**src/rtl/rv32i_multicycle_sequencer_if.sv**
```systemverilog
// Memory-side handshake bundle for the multi-cycle RV32I sequencer.
// master: sequencer side (drives requests). slave: memory side (drives ready/data).
//   imem_req/imem_addr  fetch request and address
//   imem_ready/imem_rdata  fetch completion and instruction word
//   dmem_req/dmem_we    data access request, 1 = store
//   dmem_ready          data access completion
interface rv32i_multicycle_sequencer_if;
  logic        imem_req;
  logic [31:0] imem_addr;
  logic        imem_ready;
  logic [31:0] imem_rdata;
  logic        dmem_req;
  logic        dmem_we;
  logic        dmem_ready;

  modport master (
    output imem_req, imem_addr, dmem_req, dmem_we,
    input  imem_ready, imem_rdata, dmem_ready
  );

  modport slave (
    input  imem_req, imem_addr, dmem_req, dmem_we,
    output imem_ready, imem_rdata, dmem_ready
  );
endinterface

```
**src/rtl/rv32i_multicycle_sequencer.sv**
```systemverilog
// Control sequencer for the multi-cycle RV32I core. Owns pc, the instruction
// register and the retire counter, and steps each instruction through
// FETCH/DECODE/EXECUTE/MEMORY/WRITEBACK with req/ready memory handshakes.
// Ports:
//   clk, reset_n      clock (rising edge), async active-low reset
//   bus               memory handshake interface (master modport)
//   alu_result        ALU result / effective address / jump-branch target
//   branch_taken      branch comparator outcome
//   instr, pc         instruction register and program counter
//   rf_we, rf_wsel    register-file write strobe and source (00 ALU, 01 mem, 10 pc+4)
//   state             FSM state for debug (FETCH=0 .. WRITEBACK=4, TRAP=7)
//   instret           retired-instruction count
//   trap              sticky fault flag
// Optional: define SEQ_TIMEOUT_EN to trap when a handshake waits TIMEOUT_CYCLES.
module rv32i_multicycle_sequencer #(
  parameter logic [31:0] RESET_VECTOR   = 32'h0000_0000,
  parameter int          INSTRET_WIDTH  = 32,
  parameter int          TIMEOUT_CYCLES = 16
) (
  input  logic                         clk,
  input  logic                         reset_n,
  rv32i_multicycle_sequencer_if.master bus,
  input  logic [31:0]                  alu_result,
  input  logic                         branch_taken,
  output logic [31:0]                  instr,
  output logic [31:0]                  pc,
  output logic                         rf_we,
  output logic [1:0]                   rf_wsel,
  output logic [2:0]                   state,
  output logic [INSTRET_WIDTH-1:0]     instret,
  output logic                         trap
);

  typedef enum logic [2:0] {
    S_FETCH   = 3'd0,
    S_DECODE  = 3'd1,
    S_EXECUTE = 3'd2,
    S_MEMORY  = 3'd3,
    S_WB      = 3'd4,
    S_TRAP    = 3'd7
  } state_t;

  localparam logic [6:0] OP_LOAD   = 7'b0000011;
  localparam logic [6:0] OP_STORE  = 7'b0100011;
  localparam logic [6:0] OP_IMM    = 7'b0010011;
  localparam logic [6:0] OP_OP     = 7'b0110011;
  localparam logic [6:0] OP_LUI    = 7'b0110111;
  localparam logic [6:0] OP_AUIPC  = 7'b0010111;
  localparam logic [6:0] OP_JAL    = 7'b1101111;
  localparam logic [6:0] OP_JALR   = 7'b1100111;
  localparam logic [6:0] OP_BRANCH = 7'b1100011;
  localparam logic [6:0] OP_FENCE  = 7'b0001111;
  localparam logic [6:0] OP_SYSTEM = 7'b1110011;

  state_t      state_q, state_n;
  logic [31:0] pc_n, pc_plus4, tgt, tgt_q;
  logic        pc_ld, instr_ld, tgt_ld, retire;
  logic        is_load, is_store, is_branch, is_jump, is_nop, is_legal;
  logic        expired;

  // Instruction class is decoded from the held instruction register, so it
  // stays valid for every state after FETCH.
  wire [6:0] opc = instr[6:0];
  assign is_load   = (opc == OP_LOAD);
  assign is_store  = (opc == OP_STORE);
  assign is_branch = (opc == OP_BRANCH);
  assign is_jump   = (opc == OP_JAL) || (opc == OP_JALR);
  assign is_nop    = (opc == OP_FENCE) || (opc == OP_SYSTEM);
  assign is_legal  = is_load || is_store || is_branch || is_jump || is_nop ||
                     (opc == OP_IMM) || (opc == OP_OP) ||
                     (opc == OP_LUI) || (opc == OP_AUIPC);

  assign pc_plus4       = pc + 32'd4;
  assign tgt            = {alu_result[31:1], 1'b0};
  assign bus.imem_addr  = pc;
  assign state          = state_q;
  assign trap           = (state_q == S_TRAP);
  assign rf_wsel        = is_load ? 2'b01 : (is_jump ? 2'b10 : 2'b00);

`ifdef SEQ_TIMEOUT_EN
  localparam int WCNT_W = $clog2(TIMEOUT_CYCLES + 1);
  logic [WCNT_W-1:0] wcnt;
  logic              waiting;

  // Counter is zero whenever no handshake is stalled, which covers the
  // clear-on-entry to FETCH and MEMORY.
  assign waiting = (bus.imem_req & ~bus.imem_ready) | (bus.dmem_req & ~bus.dmem_ready);
  assign expired = (wcnt == WCNT_W'(TIMEOUT_CYCLES));

  always_ff @(posedge clk or negedge reset_n) begin
    if (!reset_n)     wcnt <= '0;
    else if (waiting) wcnt <= wcnt + WCNT_W'(1);
    else              wcnt <= '0;
  end
`else
  assign expired = 1'b0;
`endif

  always_ff @(posedge clk or negedge reset_n) begin
    if (!reset_n) begin
      state_q <= S_FETCH;
      pc      <= RESET_VECTOR;
      instr   <= '0;
      instret <= '0;
      tgt_q   <= '0;
    end else begin
      state_q <= state_n;
      if (instr_ld) instr   <= bus.imem_rdata;
      if (pc_ld)    pc      <= pc_n;
      if (retire)   instret <= instret + INSTRET_WIDTH'(1);
      if (tgt_ld)   tgt_q   <= tgt;
    end
  end

  always_comb begin
    state_n      = state_q;
    bus.imem_req = 1'b0;
    bus.dmem_req = 1'b0;
    bus.dmem_we  = 1'b0;
    rf_we        = 1'b0;
    pc_ld        = 1'b0;
    pc_n         = pc_plus4;
    instr_ld     = 1'b0;
    tgt_ld       = 1'b0;
    retire       = 1'b0;
    unique case (state_q)
      S_FETCH: begin
        bus.imem_req = 1'b1;
        // ready in the expiry cycle still completes the fetch
        if (bus.imem_ready) begin
          instr_ld = 1'b1;
          state_n  = S_DECODE;
        end else if (expired) begin
          state_n = S_TRAP;
        end
      end
      S_DECODE: state_n = is_legal ? S_EXECUTE : S_TRAP;
      S_EXECUTE: begin
        if (is_load || is_store) begin
          state_n = S_MEMORY;
        end else if (is_branch) begin
          if (branch_taken && (alu_result[1:0] != 2'b00)) begin
            state_n = S_TRAP;
          end else begin
            pc_ld   = 1'b1;
            pc_n    = branch_taken ? alu_result : pc_plus4;
            retire  = 1'b1;
            state_n = S_FETCH;
          end
        end else if (is_jump) begin
          // target is captured here so writeback does not depend on the ALU
          // still presenting it a cycle later
          if (tgt[1]) begin
            state_n = S_TRAP;
          end else begin
            tgt_ld  = 1'b1;
            state_n = S_WB;
          end
        end else if (is_nop) begin
          pc_ld   = 1'b1;
          retire  = 1'b1;
          state_n = S_FETCH;
        end else begin
          state_n = S_WB;
        end
      end
      S_MEMORY: begin
        bus.dmem_req = 1'b1;
        bus.dmem_we  = is_store;
        if (bus.dmem_ready) begin
          if (is_store) begin
            pc_ld   = 1'b1;
            retire  = 1'b1;
            state_n = S_FETCH;
          end else begin
            state_n = S_WB;
          end
        end else if (expired) begin
          state_n = S_TRAP;
        end
      end
      S_WB: begin
        rf_we   = 1'b1;
        pc_ld   = 1'b1;
        pc_n    = is_jump ? tgt_q : pc_plus4;
        retire  = 1'b1;
        state_n = S_FETCH;
      end
      S_TRAP:  state_n = S_TRAP;
      default: state_n = S_TRAP;
    endcase
    // Requests and strobes are forced low the moment reset is applied,
    // independent of the state register.
    if (!reset_n) begin
      bus.imem_req = 1'b0;
      bus.dmem_req = 1'b0;
      bus.dmem_we  = 1'b0;
      rf_we        = 1'b0;
    end
  end

endmodule
```
**src/flat_wrapper.sv**
```systemverilog
// flat-port wrapper written by rule: the top's interface ports become plain ports
module rv32i_multicycle_sequencer_flat 
#(
  parameter logic [31:0] RESET_VECTOR   = 32'h0000_0000,
  parameter int          INSTRET_WIDTH  = 32,
  parameter int          TIMEOUT_CYCLES = 16
)
  (clk, reset_n, alu_result, branch_taken, instr, pc, rf_we, rf_wsel, state, instret, trap, bus_imem_req, bus_imem_addr, bus_dmem_req, bus_dmem_we, bus_imem_ready, bus_imem_rdata, bus_dmem_ready);
  rv32i_multicycle_sequencer_if bus_i ();
  input  logic clk;
  input  logic reset_n;
  input  logic [31:0] alu_result;
  input  logic branch_taken;
  output logic [31:0] instr;
  output logic [31:0] pc;
  output logic rf_we;
  output logic [1:0] rf_wsel;
  output logic [2:0] state;
  output logic [INSTRET_WIDTH-1:0] instret;
  output logic trap;
  output wire logic [$bits(bus_i.imem_req)-1:0] bus_imem_req;
  output wire logic [$bits(bus_i.imem_addr)-1:0] bus_imem_addr;
  output wire logic [$bits(bus_i.dmem_req)-1:0] bus_dmem_req;
  output wire logic [$bits(bus_i.dmem_we)-1:0] bus_dmem_we;
  input wire logic [$bits(bus_i.imem_ready)-1:0] bus_imem_ready;
  input wire logic [$bits(bus_i.imem_rdata)-1:0] bus_imem_rdata;
  input wire logic [$bits(bus_i.dmem_ready)-1:0] bus_dmem_ready;
  assign bus_imem_req = bus_i.imem_req;
  assign bus_imem_addr = bus_i.imem_addr;
  assign bus_dmem_req = bus_i.dmem_req;
  assign bus_dmem_we = bus_i.dmem_we;
  assign bus_i.imem_ready = bus_imem_ready;
  assign bus_i.imem_rdata = bus_imem_rdata;
  assign bus_i.dmem_ready = bus_dmem_ready;
  rv32i_multicycle_sequencer #(.RESET_VECTOR(RESET_VECTOR), .INSTRET_WIDTH(INSTRET_WIDTH), .TIMEOUT_CYCLES(TIMEOUT_CYCLES)) u_core (.clk(clk), .reset_n(reset_n), .bus(bus_i), .alu_result(alu_result), .branch_taken(branch_taken), .instr(instr), .pc(pc), .rf_we(rf_we), .rf_wsel(rf_wsel), .state(state), .instret(instret), .trap(trap));
endmodule
```
**config.mk**
```make
export PLATFORM = sky130hd
export DESIGN_NAME = rv32i_multicycle_sequencer_flat
export DESIGN_NICKNAME = d
export VERILOG_FILES = /design/src/rtl/rv32i_multicycle_sequencer_if.sv /design/src/rtl/rv32i_multicycle_sequencer.sv /design/src/flat_wrapper.sv
export SDC_FILE = /design/constraint.sdc
export NUM_CORES = 1
export LEC_CHECK = 0
export ABC_AREA = 1
export BUFFER_PORTS_ARGS = -buffer_cell sky130_fd_sc_hd__buf_2
export CORE_MARGIN = 2
export CORE_UTILIZATION = 40
export DETAILED_ROUTE_END_ITERATION = 12
export PLACE_DENSITY = 0.66
export SYNTH_ARGS = -nofsm -noshare
export SYNTH_HDL_FRONTEND = slang
export SYNTH_SLANG_ARGS = --single-unit
```
**constraint.sdc**
```tcl
create_clock -name clk -period 1.62 [get_ports clk]
set_input_delay 0.162 -clock clk [delete_from_list [all_inputs] [get_ports clk]]
set_output_delay 0.162 -clock clk [all_outputs]
set_load 0.02 [all_outputs]
```
==> key figures <==
Outcome
  – Outcome: finished, violations left
  – Failing checks: negative setup slack

STA
  – Slew Limit Fails: 0
  – Fmax: around 560 MHz
  – Unrepaired setup endpoints after global routing: yes
  – Final hold viol count: 0
  – Setup Skew: 0.0143 ns
  – Final Setup Violations: 122
  – Minimum clock period: 1.80 ns
  – Smallest hold slack: approximately 0.017 ns
  – Period utilisation layout: 111%
  – Worst-Margin Slew: between 0.7 and 0.8 ns
  – Worst setup margin: -0.180 ns
  – Max-slew headroom: 51.3%

Detailed routing
  – DR WL met2: around 13000 um
  – Routed wl met3: ~2000 um
  – WL met1: ~11000 um
  – Routed WL per cell: 16.4 um
  – Highest Signal Layer: met4
  – Antenna Nets Post-Route: 0
  – DRT iter0 DRCs: roughly 450
  – Total wire length: between 20000 and 30000 um
  – Via count: between 8000 and 9000
  – Vias per Instance: 4.93
  – # DRC: 0
  – Drt pass-1 iters: 5

Yosys
  – Seq/Total Area, Yosys: 42.1%
  – Synth warn: 0
  – EDFF count, synth: 0
  – Seq cells post-synth: 130
  – Syn nets: between 1000 and 1500
  – Mean Syn Cell Area: 7.77 um^2
  – Async SR Flop Fraction: 100%
  – Cell Area, Synth: 7720 um^2
  – Post-Syn Instances: 993
  – Distinct cells, synth: 41
  – Ys flop type: dfrtp_1

Power and ir drop
  – PwrDens: 1400 nW/um^2
  – LEAKAGE: 6.49 nW
  – Worst vdd ir: 0.00100 V

Clocking
  – Maximum buffer depth of the clock tree: 2
  – Clock Root Buffer: clkbuf_16
  – H-Tree Depth: 4
  – Num CTS Buffers: 17
  – # clock sinks: 130
  – CTS tree: done
  – Reg clk slew, reported paths: about 0.07 ns
  – Clk Latency, worst-skew pair: ~0.43 ns

Cells and area
  – Design area: 12500 um^2
  – # fillers: 1518
  – Area grow syn2layout: 61.7%
  – Layout cell share with drive strength beyond 1: 44.3%
  – NumNets Final: about 1500

Setup path
  – Worst-path fanout max: 6
  – Arrival time worst endpoint: between 2 and 2.5 ns
  – Crit-path cells: nand2_4, nor2_4, buf_6, nand3b_1, nand3_2, nand2_4, nand2_8, buf_6, buf_16, nand2_1, xnor2_1
  – CP Buf/Inv Count: 3
  – Setup crit end kind: flip-flop
  – CP Data Required Time: between 1.5 and 2 ns
  – Startpoint Class: flip-flop
  – CP delay by family, top: simple AND/OR/NAND/NOR gates
  – Slowest stage delay, CP: 0.39 ns
  – Slowest cell on crit path: dfrtp_2
  – Critical path class: flip-flop to flip-flop

Placement
  – Port Buffers: slightly above 200
  – Hpwl dp: 16800 um
  – Post-place instance area: 9820 um^2
  – GPL Wtd Cong: around 0.9

Die
  – IO Pins: 207
  – Placeable Area: 18800 um^2
  – FP Rows: 50
  – Die area: 20400 um^2
  – Die Wd: 143 um
  – Chip Height: 143 um
  – Starting density of the core: roughly 41%

Hold path
  – Worst hold path class: input pin to flip-flop

Global routing
  – Largest net degree at the start of global routing: 131
  – GRT overflow: 0
  – Antenna violations before repair: 1
  – Vias in the first global route: about 8000
  – GRT Total Usage: 25.2%
  – First-pass GRT wire length: approximately 40000 um

Run
  – Max-cap violation count: 0
[cells in the final DEF (no fill, tap or decap), types with 5 or more instances in the layout]
master,instances
dfrtp_1,116
o21ai_0,8
mux2_2,28
a22oi_1,9
inv_4,8
nor2_1,95
mux2_4,29
nand4_1,11
xor2_1,27
buf_2,198
clkbuf_16,26
o21ai_1,11
a21oi_1,9
inv_2,6
nand2_1,291
nor2_2,13
nand3_2,9
nand3_1,39
buf_6,30
nand3_4,6
clkinv_4,6
inv_1,68
nand2_2,29
nor3_1,19
dfrtp_2,14
buf_12,17
nor2_4,10
xnor2_1,5
o21ai_2,14
a22oi_2,7
nand3b_1,6
buf_4,121
nand2_4,16
dlygate4sd3_1,56
or2_2,5
[routing by layer]
layer / up-vias / global-route usage (%)
li1: 3969 / -
met1: 3900 / 31.8
met2: 309 / 42.3
met3: 49 / 7.08
met4: 0 / 7.03
met5: - / 0
[synth_stat cells (2+ instances only)]
library cell	number	share of area (%)
mux2_1	4	0.58
xnor2_1	5	0.57
xor2_1	28	3.2
nor2_4	2	0.29
dfrtp_1	130	42
buf_2	12	0.78
nand4_1	11	0.89
a21boi_0	2	0.19
nor2_1	112	5.4
o21ai_0	26	1.7
ha_1	2	0.32
nand3b_1	6	0.58
nor2_2	3	0.24
buf_4	38	3.7
nand3_2	3	0.39
or2_2	5	0.41
clkbuf_1	2	0.097
buf_6	5	0.73
nor4_1	4	0.32
o21bai_1	2	0.19
nand2_1	334	16
inv_2	9	0.44
a21oi_1	9	0.58
inv_1	75	3.6
nand3_1	49	3.2
o21ai_1	7	0.45
nor3_1	24	1.6
nand3_4	2	0.45
mux2_2	53	7.7
nand2_2	3	0.24
a22oi_1	16	1.6
[report_power, final]
part | switching [mW] | internal, mW
clock network | 1.61 | 2.33
registers | 0.682 | 4.05
logic | 4.85 | 4.00
total | 7.14 | 10.4
[cell families (layout without fill, tap and decap cells)]
group	Yosys count	after routing	synth area share, %
DFF	130	130	42.1
buffers and inverters	141	555	9.39
adders and majority gates	2	2	0.324
and+or+nand+nor	563	565	30.9
AOI/OAI and AO/OA	67	67	5.14
xor gates and xnor gates	33	33	3.74
other	0	1	0
muxes	57	57	8.32
[worst paths after layout]
path | from | to | slack [ns] | cells past startpoint
worst max-delay path | u_core.instr[0] | u_core.instret[12] | -0.18 | 11
worst min-delay path | alu_result[31] | u_core.tgt_q[31] | 0.02 | 2
worst max register to register | u_core.instr[0] | u_core.instret[12] | -0.18 | 11
worst min register to register | u_core.bus.imem_addr[0] | u_core.bus.imem_addr[0] | 0.50 | 2
max in group asynchronous | reset_n | u_core.bus.imem_addr[3] | 0.57 | 3
min in group asynchronous | reset_n | u_core.tgt_q[19] | 0.44 | 3
[per-stage QoR]
| step | setup slack [ns] | utilization (%) | power (mW) | TNS, ns | std cells |
|---|---|---|---|---|---|
| after floorplan | -0.00713 | - | 8.50 | -0.00713 | 993 |
| after global routing | -0.278 | 66.3 | 18.4 | -19.99 | 1670 |
| after CTS | -0.158 | 61.7 | 16.4 | -8.69 | 1646 |
| final | -0.180 | 66.3 | 17.5 | -10.96 | 1670 |
| after detailed placement | -0.162 | 52.2 | 11.3 | -5.97 | 1530 |
| after global placement | -0.111 | 52.2 | 11.2 | -3.99 | 1530 |
[flip-flops by register name, summed over array words and instances (netlist names)]
register,count
u_core.state,3
u_core.instr,32
u_core.tgt_q,31
u_core.instret,32
u_core.bus.imem_addr,32
[what timing repair did]
item                                   in CTS  in global routing
hold buffers                               55                  1
setup endpoints to repair                  98                130
resized for setup                          94                151
buffers inserted                           24                 10
endpoints found under the hold margin     184                  1
gates cloned                                6                 13
pin swaps                                  22                 31
[cell type report]
cell class	count	area [um^2]	area share [%]
Antenna cell	1	2.50	0.0200
Tap cell	260	325	2.61
Sequential cell	130	3270	26.2
Clock buffer	19	443	3.55
Multi-Input combinational cell	724	4410	35.3
Inverter	84	345	2.77
Clock inverter	13	153	1.22
Timing Repair Buffer	439	3530	28.3
Note: power is estimated with default switching activity, not from simulation.
